`src/rtl/dmem_ctrl_pkg.sv`:
```
// Shared types and helpers for the data-memory access controller.
// State encodings and widths used by dmem_ctrl and dmem_wait_cnt.
package dmem_ctrl_pkg;

    localparam int ADDR_WIDTH = 32;
    localparam int DATA_WIDTH = 32;

    typedef enum logic [1:0] {
        DMEM_IDLE   = 2'd0,
        DMEM_ACCESS = 2'd1,
        DMEM_DONE   = 2'd2
    } dmem_state_e;

    // Bits needed to hold 0..max (at least one bit).
    function automatic int cnt_w(input int max);
        return (max < 1) ? 1 : $clog2(max + 1);
    endfunction

endpackage

```
`src/rtl/dmem_wait_cnt.sv`:
```
// Saturating up-counter with synchronous clear.
// sat_o is high once the count has reached MAX.
module dmem_wait_cnt
    import dmem_ctrl_pkg::*;
#(
    parameter int MAX = 1
) (
    input  logic clk_i,
    input  logic rst_i,
    input  logic clr_i,
    input  logic en_i,
    output logic sat_o
);

    localparam int W = cnt_w(MAX);
    localparam logic [W-1:0] MAX_V = W'(MAX);

    logic [W-1:0] cnt_q;
    logic [W-1:0] cnt_d;

    // Clear wins over count; stop at MAX.
    always_comb begin
        cnt_d = cnt_q;
        if (clr_i) begin
            cnt_d = '0;
        end else if (en_i && (cnt_q != MAX_V)) begin
            cnt_d = cnt_q + W'(1);
        end
    end

    // Count register.
    always_ff @(posedge clk_i) begin
        if (rst_i) begin
            cnt_q <= '0;
        end else begin
            cnt_q <= cnt_d;
        end
    end

    assign sat_o = (cnt_q == MAX_V);

endmodule

```
`src/rtl/dmem_ctrl.sv`:
```
// Data-memory access controller: latches a mem-stage request, runs the
// SRAM access with wait states, stalls the pipe. Option: DMEM_TIMEOUT_EN.
module dmem_ctrl
    import dmem_ctrl_pkg::*;
#(
    parameter int ADDR_W         = ADDR_WIDTH,
    parameter int DATA_W         = DATA_WIDTH,
    parameter int WAIT_CYCLES    = 1,
    parameter int TIMEOUT_CYCLES = 64
) (
    input  logic              clk_i,
    input  logic              rst_i,
    input  logic              ce_i,
    input  logic              we_i,
    input  logic [ADDR_W-1:0] addr_i,
    input  logic [DATA_W-1:0] wdata_i,
    output logic [DATA_W-1:0] rdata_o,
    output logic              stall_o,
    output logic              err_o,
    output logic              sram_ce_o,
    output logic              sram_oe_o,
    output logic              sram_we_o,
    output logic [ADDR_W-1:0] sram_addr_o,
    output logic [DATA_W-1:0] sram_wdata_o,
    input  logic [DATA_W-1:0] sram_rdata_i,
    input  logic              sram_ready_i
);

    dmem_state_e       state_q;
    dmem_state_e       state_d;
    logic              we_q;
    logic [ADDR_W-1:0] addr_q;
    logic [DATA_W-1:0] wdata_q;
    logic [DATA_W-1:0] rdata_q;
    logic              err_q;

    logic start;
    logic in_access;
    logic wait_sat;
    logic done_ok;
    logic timeout;
    logic addr_lsb_unused;

    assign start     = (state_q == DMEM_IDLE) && ce_i;
    assign in_access = (state_q == DMEM_ACCESS);
    assign done_ok   = in_access && wait_sat && sram_ready_i;

    // Byte offset is dropped; the SRAM is word addressed.
    assign addr_lsb_unused = ^addr_i[1:0];

    dmem_wait_cnt #(
        .MAX(WAIT_CYCLES)
    ) u_wait_cnt (
        .clk_i(clk_i),
        .rst_i(rst_i),
        .clr_i(start),
        .en_i (in_access),
        .sat_o(wait_sat)
    );

`ifdef DMEM_TIMEOUT_EN
    logic to_sat;

    dmem_wait_cnt #(
        .MAX(TIMEOUT_CYCLES - 1)
    ) u_to_cnt (
        .clk_i(clk_i),
        .rst_i(rst_i),
        .clr_i(start),
        .en_i (in_access),
        .sat_o(to_sat)
    );

    assign timeout = in_access && !done_ok && to_sat;
`else
    logic to_unused;

    assign to_unused = (TIMEOUT_CYCLES != 0);
    assign timeout   = 1'b0;
`endif

    // Next-state decode.
    always_comb begin
        state_d = state_q;
        unique case (state_q)
            DMEM_IDLE:   if (ce_i) state_d = DMEM_ACCESS;
            DMEM_ACCESS: if (done_ok || timeout) state_d = DMEM_DONE;
            DMEM_DONE:   state_d = DMEM_IDLE;
            default:     state_d = DMEM_IDLE;
        endcase
    end

    // State, latched request, read data and error pulse.
    always_ff @(posedge clk_i) begin
        if (rst_i) begin
            state_q <= DMEM_IDLE;
            we_q    <= 1'b0;
            addr_q  <= '0;
            wdata_q <= '0;
            rdata_q <= '0;
            err_q   <= 1'b0;
        end else begin
            state_q <= state_d;
            err_q   <= timeout;
            if (start) begin
                we_q    <= we_i;
                addr_q  <= {addr_i[ADDR_W-1:2], 2'b00};
                wdata_q <= wdata_i;
            end
            if (done_ok && !we_q) begin
                rdata_q <= sram_rdata_i;
            end else if (timeout && !we_q) begin
                rdata_q <= '0;
            end
        end
    end

    // Stall: follows ce in IDLE, held through ACCESS, released in DONE.
    always_comb begin
        stall_o = 1'b0;
        unique case (state_q)
            DMEM_IDLE:   stall_o = ce_i;
            DMEM_ACCESS: stall_o = 1'b1;
            DMEM_DONE:   stall_o = 1'b0;
            default:     stall_o = 1'b0;
        endcase
    end

    assign sram_ce_o    = in_access;
    assign sram_oe_o    = in_access && !we_q;
    assign sram_we_o    = in_access && we_q;
    assign sram_addr_o  = addr_q;
    assign sram_wdata_o = wdata_q;
    assign rdata_o      = rdata_q;
    assign err_o        = err_q;

endmodule

```
`config.mk`:
```
export PLATFORM = sky130hd
export DESIGN_NAME = dmem_ctrl
export DESIGN_NICKNAME = d
export VERILOG_FILES = /design/src/rtl/dmem_ctrl_pkg.sv /design/src/rtl/dmem_wait_cnt.sv /design/src/rtl/dmem_ctrl.sv
export SDC_FILE = /design/constraint.sdc
export NUM_CORES = 1
export LEC_CHECK = 0
export CAP_MARGIN = 25
export CORE_MARGIN = 2
export CORE_UTILIZATION = 39
export DETAILED_ROUTE_END_ITERATION = 8
export GPL_ROUTABILITY_DRIVEN = 1
export PLACE_DENSITY = 0.89
export SETUP_SLACK_MARGIN = 0.2
export SLEW_MARGIN = 30
export SYNTH_ARGS = -nofsm -noshare
export SYNTH_HDL_FRONTEND = slang
export SYNTH_SLANG_ARGS = --single-unit
```
`constraint.sdc`:
```
create_clock -name clk_i -period 1.7 [get_ports clk_i]
set_input_delay 0.425 -clock clk_i [delete_from_list [all_inputs] [get_ports clk_i]]
set_output_delay 0.425 -clock clk_i [all_outputs]
set_load 0.05 [all_outputs]
```
# Yosys cells after proc, flatten, opt, wreduce, memory -nomap -nowiden
# Cells that the tools add are included.
# op_classes
addsub	1
multipliers	0
div_mod_pow	0
order_cmp	0
n_eq_ne	3
shift	0
muxes	4
bitwise_logic	1
reduce_logical	11
# ops
operator	count
$logic_and 1x1->1	7
$mux 2	2
$pmux 2 s2	1
$eq 2x1->1 const B	1
$logic_not 2->1	1
$ne 2x1->1 const B	1
$ne 2x2->1 const B	1
$pmux 1 s2	1
$reduce_and 2->1	1
$reduce_or 2->1	1
$add 1x1->1 const B	1
$logic_not 1->1	1
$not 1->1	1
# totals
register_bits	98
latchBits	0
ram_bits	0
rom_bits	0
input_bits	101
output_inout_bits	101
elab_cells	26
memories	0

# Depth between registers and ports, before layout
# Gate-level depths: netlist (run 1).
# depth
ltp_word	5
depth_mapped	5
depth_no_buf	3

# Modules after synthesis
# A second synthesis (run 1) with hierarchy kept.
# unflattened
cells_unflattened	432
hier_area_um2	3777.4
# modules_own_cells
module	n_inst	cells_per_inst	area_each_um2	seq_area_each_um2
dmem_ctrl	1	429	3743.6	1941.9
dmem_wait_cnt	1	3	33.8	20.0

# Least setup slack after synthesis (run 1)
# Ideal clock, no wire load.
# synth_timing
path_kind	register -> output
startpoint	reg state_q[1]
endpoint	out sram_we_o
arrival_ps	1316
required_ps	1275
slack_ps	-41
stages_incl_launch_ff	4
n_path_buf	0
cell_sequence	dfxtp_1 > nand2b_4 > inv_1 > and2_1
# synth_via
elab_chain_len	2
# synth_rtl
element	line	source
start, declared	dmem_ctrl.sv:29	dmem_state_e state_q;
start signal, assigned	dmem_ctrl.sv:103	state_q <= state_d;
$eq 2x1->1	dmem_ctrl.sv:45	assign in_access = (state_q == DMEM_ACCESS);
named net sram_ce_o	dmem_ctrl.sv:20	output logic sram_ce_o,
$logic_and 1x1->1	dmem_ctrl.sv:131	assign sram_we_o = in_access && we_q;
end, declared	dmem_ctrl.sv:22	output logic sram_we_o,
# The timed path passes the listed nets, and every way through them passes these cells.

# Final worst setup path (run 1)
# layout_timing
startpoint	reg state_q[1]
endpoint	out sram_we_o
# layout_via
elab_chain_len	2
# layout_rtl
element	line
$eq 2x1->1	dmem_ctrl.sv:45
$logic_and 1x1->1	dmem_ctrl.sv:131
# Every way passes these cells.

==> flow_summary.ini, run 1 <==
[outcome]
status = finished, final reports clean

[timing]
timing.fmax_ghz = 0.599
setup_viol = 0
finClkSkew_ns = 0.00925
hold_viol = 0
rsz0062_at_grt = yes
finalCriticalPeriod_ns = 1.67
slew_viol_final = 0
setup_slack_ns = 0.0294
finalCritPeriodShare_pct = 98.3

[layout]
fin_cells = 764
layout-drive-gt1-share_pct = 22.3
finalNetCount = 727
n_antenna_cell = 0
syn_to_final_growth_pct = 57.3

[logic_synthesis]
yosys.area.top_type = dfxtp_1
synth_seq_cells = 98
syn-cell-area_sq_um = 3800
yosys.area_share.xor_xnor_pct = 0
yosysSeqAreaShare_pct = 51.6
muxShareOfSynthArea_pct = 8.43
synth-simple-area-share_pct = 25.2
synth_top_family_by_area = simple AND/OR/NAND/NOR gates
synth_cell_type_count = 21
synth_fa_ha_area_share_pct = 0
synth_compound_area_share_pct = 8.56
synth_area_leaders = dfxtp_1 (52%), nand2_1 (13%), nand2b_1 (11%), a21oi_1 (8.4%), mux2i_1 (8.4%)
synth_top_area_share_pct = 51.6
syn_inst = 434
syn_avg_cell_area_sq_um = 8.75
synth_warnings = 0

[power_and_ir_drop]
seq_power_share_pct = 47.8
peakVddDrop_mv = 0.404
p_leak_uw = 0.00244
clkPwrFrac_pct = 29.3
intPower_uw = 3660
p_comb_share_pct = 22.9
switchingPower_uw = 1480
sw_frac_of_total_pct = 28.8
power_density_nw_per_um2 = 859

[drt]
routed_wl_mm = 10.4
final_antenna_net_count = 0
vias_per_cell = 4.63
num_vias = 3534
wire_per_inst_um = 13.7
drc = 0
drt_iter0_markers = 68
drt_first_pass_iters = 4

[placed_design]
hpwl_mm = 7.29
place_ws_ns = -0.277
gp_congestion = 0.780
portBuffers = 196
dpl.cell_count = 741

[run]
maxCapViolations = 0

[cts]
holdBufCountCts = 0
clkSinkCount = 98
cts_tree = built
htree_num_levels = 3
clock_path_buffers = 2
cts_buffers = 9
clk_latency_ns = 0.36
clk_pin_slew_ns = 0.09
cts_root_buffer = clkbuf_8

[worst_setup_path]
crit_path_start = state_q[1]$_SDFFE_PP0P_
cp_data_arrival_time_ns = 1.25
worstSetupEndpointType = primary output
critical_path.max_fanout = 3
start_kind = flop
required_ns = 1.27
worstReg2RegStart = state_q[1]$_SDFFE_PP0P_
worstSetupPathType = flop to primary output

[global_routing]
grt_pass1_vias = 3229
grt_util_met3_pct = 7.12
busiest_layer = met2
grt_usage_pct = 18.1
grt_pass1_wl_mm = 14.9
gr-usage-met2_pct = 30.6
overflow = 0
grt_max_degree = 57
met1_usage_pct = 20.0
antenna_found_initial = 0

[worst_hold_path]
hold_path.startpoint = sram_ready_i
min-delay-path-class = primary input to flop

[die]
io_pins = 202
coreArea_sq_um = 9590
die-area_sq_um = 10500
rows = 36
initial_core_util_pct = 39.6
fp.dieW_um = 103
die_h_um = 103
## sequential cells by signal, indices dropped and copies added (netlist names)
| signal | flops |
|---|---|
| we_q | 1 |
| rdata_o | 32 |
| sram_wdata_o | 32 |
| u_wait_cnt.sat_o | 1 |
| sram_addr_o | 30 |
| state_q | 2 |
## layout make-up
class	count	area, sq um
clock buffer	14	163
clock inverter	2	35.0
fill	799	3620
inverter	2	11.3
multi-input combinational	302	1640
sequential	98	1970
tap	133	166
timing repair buffer	213	1990
## critical path, cell delays in order (launching register included)
cell and delay [ns]:
dfxtp_4 0.35, nand2b_4 0.14, clkinvlp_4 0.09, and2_4 0.16, buf_6 0.14
## path summary, 6_finish.rpt
| check | to | slack [ns] | cells after the start |
|---|---|---|---|
| min reg2reg | sram_addr_o[10]$_SDFFE_PP0P_ | 0.46 | 2 |
| max reg2reg | sram_addr_o[3]$_SDFFE_PP0P_ | 0.09 | 6 |
| max | sram_we_o | 0.03 | 4 |
| min | state_q[1]$_SDFFE_PP0P_ | 0.40 | 3 |
## kinds of logic after synthesis
group | after synthesis
DFF | 98
and+or+nand+nor | 202
AOI/OAI and AO/OA | 65
buffers and inverters | 36
muxes | 32
other | 1
## per-stage QoR
stage | total power (uW) | utilization, % | TNS (ns) | cell area [sq um] | hold slack [ns]
after floorplan | 3180 | - | 0 | 3810 | 0.463
after global placement | 3630 | 58.9 | -14.41 | 5650 | 0.443
after detailed placement | 3660 | 58.9 | -16.89 | 5650 | 0.448
after CTS | 5190 | 61.4 | 0 | 5890 | 0.390
after global routing | 5360 | 62.3 | -0.0384 | 5980 | 0.413
final | 5140 | 62.3 | 0 | 5980 | 0.398
## metal layers
metal	share of wire, %	vias up
met3	11	15
met2	48	160
met4	2.0	0
met1	40	1598
met5	0	-
li1	-	1761
## what timing repair did
action                     CTS  global route
resized for setup            7             6
gates cloned                 0             3
setup endpoints to repair   62            61
setup buffers                3             1
pin swaps                    1             2
## cells in the mapped netlist
cell type  count
nor4_1         1
nand2b_4       1
o21ai_0        1
and3_1         1
a21oi_1       64
clkbuf_1      12
nand2_1      127
nand2b_1      64
inv_1          2
dfxtp_1       98
nor3_1         1
nor2_1         3
conb_1         1
nor3b_1        1
or3b_1         1
and2_1         1
buf_2          9
buf_6          9
nor3_4         1
buf_4          4
mux2i_1       32
## power groups by stage
stage,Clock (uW),Combinational [uW],Sequential [uW]
after floorplan,0,334,2840
after CTS,1580,1160,2450
after global routing,1640,1240,2470
after detailed placement,0,1140,2510
final,1510,1170,2460
after global placement,0,1130,2500
## layout by cell type (no fill, tap or decap), types with 8 or more instances in the layout
cell type        instances
buf_4                  103
mux2i_1                 32
clkbuf_8                11
clkdlybuf4s50_1         95
dfxtp_1                 96
a21oi_1                 64
nand2b_1                64
buf_12                   8
nand2_1                126
Note: power is estimated with default switching activity, not from simulation.
==> run 2, diff against run 1 <==
--- a/config.mk
+++ b/config.mk
@@ -10,6 +10,7 @@
 export CORE_UTILIZATION = 39
 export DETAILED_ROUTE_END_ITERATION = 8
 export GPL_ROUTABILITY_DRIVEN = 1
+export MAX_ROUTING_LAYER = met4
 export PLACE_DENSITY = 0.89
 export SETUP_SLACK_MARGIN = 0.2
 export SLEW_MARGIN = 30
==> run 2 against run 1 <==
Cell count shrank 0.13%; global-route usage rose by 0.55 points; combinational power hardly changed; total power fell by 0.13%; non-clock buffer count fell by 1; maximum frequency barely moved; sequential cell count did not move; first-iteration DRC count rose by 31%; routed wire length down 1.2%; sequential power about the same; register-to-register slack hardly changed; die area stayed put; highest routed layer unchanged.
==> flow_summary.ini, run 2 (synthesis results as in run 1) <==
[outcome]
status = finished, final reports clean

[worst_setup_path]
slowest_delay_ns = 0.35
crit_chain = nand2b_4 -> clkinvlp_4 -> and2_4 -> buf_6
required_ns = 1.27
cp_data_arrival_time_ns = 1.24
critical_path.max_fanout = 3
reg2reg_slack_ns = 0.09
cp_slowest_cell = dfxtp_4
worstSetupEndpointType = primary output
worstSetupPathType = flop to primary output
start_kind = flop

[run]
maxCapViolations = 0

[die]
initial_core_util_pct = 39.6
fp.dieW_um = 103
rows = 36
die_h_um = 103
die-area_sq_um = 10500
io_pins = 202
coreArea_sq_um = 9590

[cts]
cts_tree = built
clk_latency_ns = 0.36
cts_buffers = 9
htree_num_levels = 3
cts_root_buffer = clkbuf_8
clock_path_buffers = 2
clkSinkCount = 98
holdBufCountCts = 0
clk_pin_slew_ns = 0.09

[timing]
rsz0062_at_grt = yes
finClkSkew_ns = 0.00862
tns_ns = 0
hold_viol = 0
setup_viol = 0
finalCritPeriodShare_pct = 98.2
finalCriticalPeriod_ns = 1.67
timing.fmax_ghz = 0.599
slew_viol_final = 0

[drt]
drt_first_pass_iters = 4
drt_iter0_markers = 89
num_vias = 3526
wire_per_inst_um = 13.5
drc = 0
routed_wl_mm = 10.3
vias_per_cell = 4.62
final_antenna_net_count = 0

[power_and_ir_drop]
seq_power_share_pct = 47.9
switchingPower_uw = 1480
power_density_nw_per_um2 = 860
peakVddDrop_mv = 0.404
p_comb_share_pct = 22.7
sw_frac_of_total_pct = 28.8
intPower_uw = 3650
p_leak_uw = 0.00243
clkPwrFrac_pct = 29.4

[layout]
syn_to_final_growth_pct = 57.0
fillers = 800
layout-drive-gt1-share_pct = 22.2
layout_commonest_cell = nand2_1
finalNetCount = 726
fin_cells = 763
final_cell_mix = nand2_1 (126), buf_4 (103), dfxtp_1 (96)
n_antenna_cell = 0

[global_routing]
grt_pass1_vias = 3226
antenna_found_initial = 0
grt_usage_pct = 18.7
overflow = 0
grt_pass1_wl_mm = 14.9
grt_max_degree = 57

[placed_design]
dpl.cell_count = 741
hpwl_mm = 7.29
portBuffers = 196
gp_congestion = 0.791

[worst_hold_path]
min-delay-path-class = primary input to flop
run 2: power groups by stage:
stage	combinational (uW)	sequential (uW)	clock [uW]
3_5_place_dp	1140	2510	0
3_3_place_gp	1130	2500	0
4_1_cts	1160	2450	1580
2_1_floorplan	334	2840	0
6_report	1170	2460	1510
5_1_grt	1240	2470	1640
run 2: area by class of cell:
cell class / instances / area, sq um / area share [%]
inverters: 2 / 11.3 / 0.189
well taps: 133 / 166 / 2.79
flip-flops and latches: 98 / 1970 / 33.0
clock buffers: 14 / 163 / 2.73
clock inverters: 2 / 35.0 / 0.587
multi-input cells: 302 / 1640 / 27.5
repair buffers: 212 / 1980 / 33.2
run 2: path summary, 6_finish.rpt:
check / start / end / depth (start not counted)
min: sram_ready_i / state_q[1]$_SDFFE_PP0P_ / 3
min reg2reg: sram_addr_o[10]$_SDFFE_PP0P_ / sram_addr_o[10]$_SDFFE_PP0P_ / 2
max: state_q[1]$_SDFFE_PP0P_ / sram_we_o / 4
max reg2reg: state_q[1]$_SDFFE_PP0P_ / sram_wdata_o[25]$_SDFFE_PP0P_ / 6
run 2: critical path, delay by kind of cell, from the launching register on:
kind,cells,cell delay (ns)
flip-flops,1,0.35
buffers and inverters,2,0.23
AND/OR/NAND/NOR,2,0.30
run 2: repair_timing:
item,CTS,global route
pin swaps,1,2
resized for setup,7,6
endpoints found under the setup margin,62,61
endpoints found under the hold margin,0,0
gates cloned,0,2
buffers inserted,3,1
run 2: routing by layer:
layer  wire (um)  vias to the layer above  GRT usage, %
met5           0                        -             -
li1            -                     1759             -
met4         208                        0          8.72
met2        4900                      155          30.4
met1        4150                     1597          20.5
met3        1060                       15          6.51
run 2: per-stage QoR:
step	total power (uW)	worst slack, ns	hold slack, ns	cell area [sq um]	utilization [%]
floorplan	3180	0.157	0.463	3810	-
global placement	3630	-0.233	0.443	5650	58.9
detailed placement	3660	-0.277	0.448	5650	58.9
CTS	5190	0.00977	0.390	5890	61.4
global route	5350	-0.0282	0.413	5970	62.2
finish	5130	0.0303	0.398	5970	62.2
==> run 3, diff against run 2 <==
--- a/config.mk
+++ b/config.mk
@@ -11,7 +11,7 @@
 export DETAILED_ROUTE_END_ITERATION = 8
 export GPL_ROUTABILITY_DRIVEN = 1
 export MAX_ROUTING_LAYER = met4
-export PLACE_DENSITY = 0.89
+export PLACE_DENSITY = 0.91
 export SETUP_SLACK_MARGIN = 0.2
 export SLEW_MARGIN = 30
 export SYNTH_ARGS = -nofsm -noshare
==> run 3 against run 2 <==
Non-clock buffer count did not move; hold slack improved by 0.058 ns; total power rose by 2.0%; global-route usage fell by 1.1 points; critical path depth did not move; final area rose by 0.65%; via count fell by 0.23%; sequential power barely moved; largest cell class unchanged; highest routed layer unchanged.
==> flow_summary.ini, run 3 (synthesis results as in run 1) <==
[timing]
finClkSkew_ns = 0.00930
finalCriticalPeriod_ns = 1.64
finalCritPeriodShare_pct = 96.4
slew_viol_final = 0
hold_slack_ns = 0.456
timing.fmax_ghz = 0.610
tns_ns = 0
hold_viol = 0
rsz0062_at_grt = yes
setup_viol = 0

[run]
maxCapViolations = 0

[worst_setup_path]
critical_path.max_fanout = 2
cp_slowest_cell = dfxtp_4
reg2reg_depth = 5
worstSetupEndpointType = primary output
cp_num_buf_inv = 2
cp_data_arrival_time_ns = 1.21
crit_path_start = state_q[1]$_SDFFE_PP0P_
crit_end = sram_we_o
required_ns = 1.27
worstSetupPathType = flop to primary output
cpLargestDelayFamily = flip-flops
cp.depth = 4
crit_chain = nand2b_4 -> clkinvlp_4 -> and2_4 -> buf_6
worstReg2RegStart = state_q[1]$_SDFFE_PP0P_
slowest_delay_ns = 0.35
start_kind = flop
reg2reg_slack_ns = 0.21
reg2reg_to = sram_addr_o[15]$_SDFFE_PP0P_

[cts]
cts_tree = built
clk_latency_ns = 0.34
htree_num_levels = 3
cts_buffers = 9
clkSinkCount = 98
clk_pin_slew_ns = 0.09
clock_path_buffers = 2
cts_root_buffer = clkbuf_8

[die]
die_h_um = 103
coreArea_sq_um = 9590
die-area_sq_um = 10500
initial_core_util_pct = 39.6
io_pins = 202
fp.dieW_um = 103
rows = 36

[power_and_ir_drop]
power_density_nw_per_um2 = 872
peakVddDrop_mv = 0.511
total_power_uw = 5230
p_leak_uw = 0.00243

[drt]
num_vias = 3518
wire_per_inst_um = 12.9
final_antenna_net_count = 0
drt_iter0_markers = 97
routed_wl_mm = 9.84
vias_per_cell = 4.61
drc = 0
drt_first_pass_iters = 5

[layout]
final_cell_mix = nand2_1 (127), buf_4 (100), clkdlybuf4s50_1 (96), dfxtp_1 (96)
syn_to_final_growth_pct = 58.1
fin_util_pct = 62.6
n_antenna_cell = 0
fin_cells = 763
layout-drive-gt1-share_pct = 21.9
layout_commonest_cell = nand2_1
finalNetCount = 726

[global_routing]
gr-usage-met2_pct = 29.3
met1_usage_pct = 19.8
busiest_layer = met2
grt_pass1_vias = 3234
grt_util_met3_pct = 5.56
grt_usage_pct = 17.6
grt_max_degree = 48
antenna_found_initial = 0
overflow = 0
grt_pass1_wl_mm = 14.3

[placed_design]
gp_congestion = 0.771
hpwl_mm = 7.08
portBuffers = 196
dpl.cell_count = 740

[worst_hold_path]
min-delay-path-class = flop to flop

[outcome]
status = finished, final reports clean
## run 3: layer usage
metal | vias up | wire length (um)
met5 | - | 0
met4 | 0 | 145
met3 | 11 | 893
met2 | 146 | 4780
met1 | 1600 | 4020
li1 | 1761 | -
## run 3: worst min-delay path by stage
stage                                        startpoint                            end  slack (ns)  cells past startpoint
after floorplan           u_wait_cnt.sat_o$_SDFFE_PP0P_  u_wait_cnt.sat_o$_SDFFE_PP0P_        0.46                      2
after global placement      sram_addr_o[5]$_SDFFE_PP0P_    sram_addr_o[5]$_SDFFE_PP0P_        0.44                      2
after detailed placement   sram_addr_o[25]$_SDFFE_PP0P_   sram_addr_o[25]$_SDFFE_PP0P_        0.45                      2
after CTS                  sram_addr_o[25]$_SDFFE_PP0P_   sram_addr_o[25]$_SDFFE_PP0P_        0.46                      2
after global routing       sram_wdata_o[1]$_SDFFE_PP0P_   sram_wdata_o[1]$_SDFFE_PP0P_        0.48                      2
final                      sram_addr_o[16]$_SDFFE_PP0P_   sram_addr_o[16]$_SDFFE_PP0P_        0.46                      2
## run 3: layout make-up
| type | count | area, sq um |
|---|---|---|
| sequential | 98 | 1970 |
| multi-input combinational | 302 | 1650 |
| clock inverter | 2 | 60.1 |
| inverter | 2 | 11.3 |
| tap | 133 | 166 |
| fill | 785 | 3590 |
| timing repair buffer | 212 | 2000 |
| clock buffer | 14 | 153 |
## run 3: stage by stage
stage / setup slack (ns) / instance area, sq um
final: 0.0613 / 6000
after global routing: 0.00778 / 6000
after CTS: 0.0362 / 5920
after detailed placement: -0.253 / 5650
after global placement: -0.216 / 5650
after floorplan: 0.157 / 3810
## run 3: tightest hold or removal path, stage by stage (launching register included)
cell and delay (ns):
dfxtp_1 0.32, nand2_1 0.05, a21oi_1 0.05
## run 3: timing repair
item / 4_1_cts / 5_1_grt
endpoints found under the setup margin: 67 / 62
pin swaps: 1 / 1
gates resized for setup: 12 / 2
hold endpoints to repair: 0 / 0
setup buffers: 3 / 1
hold buffers: 0 / 0
cloned: 0 / 3
## run 3: power breakdown
| group | internal (uW) | total [uW] | switching [uW] |
|---|---|---|---|
| clock network | 874 | 1620 | 745 |
| registers | 2400 | 2450 | 58.0 |
| logic | 496 | 1160 | 665 |
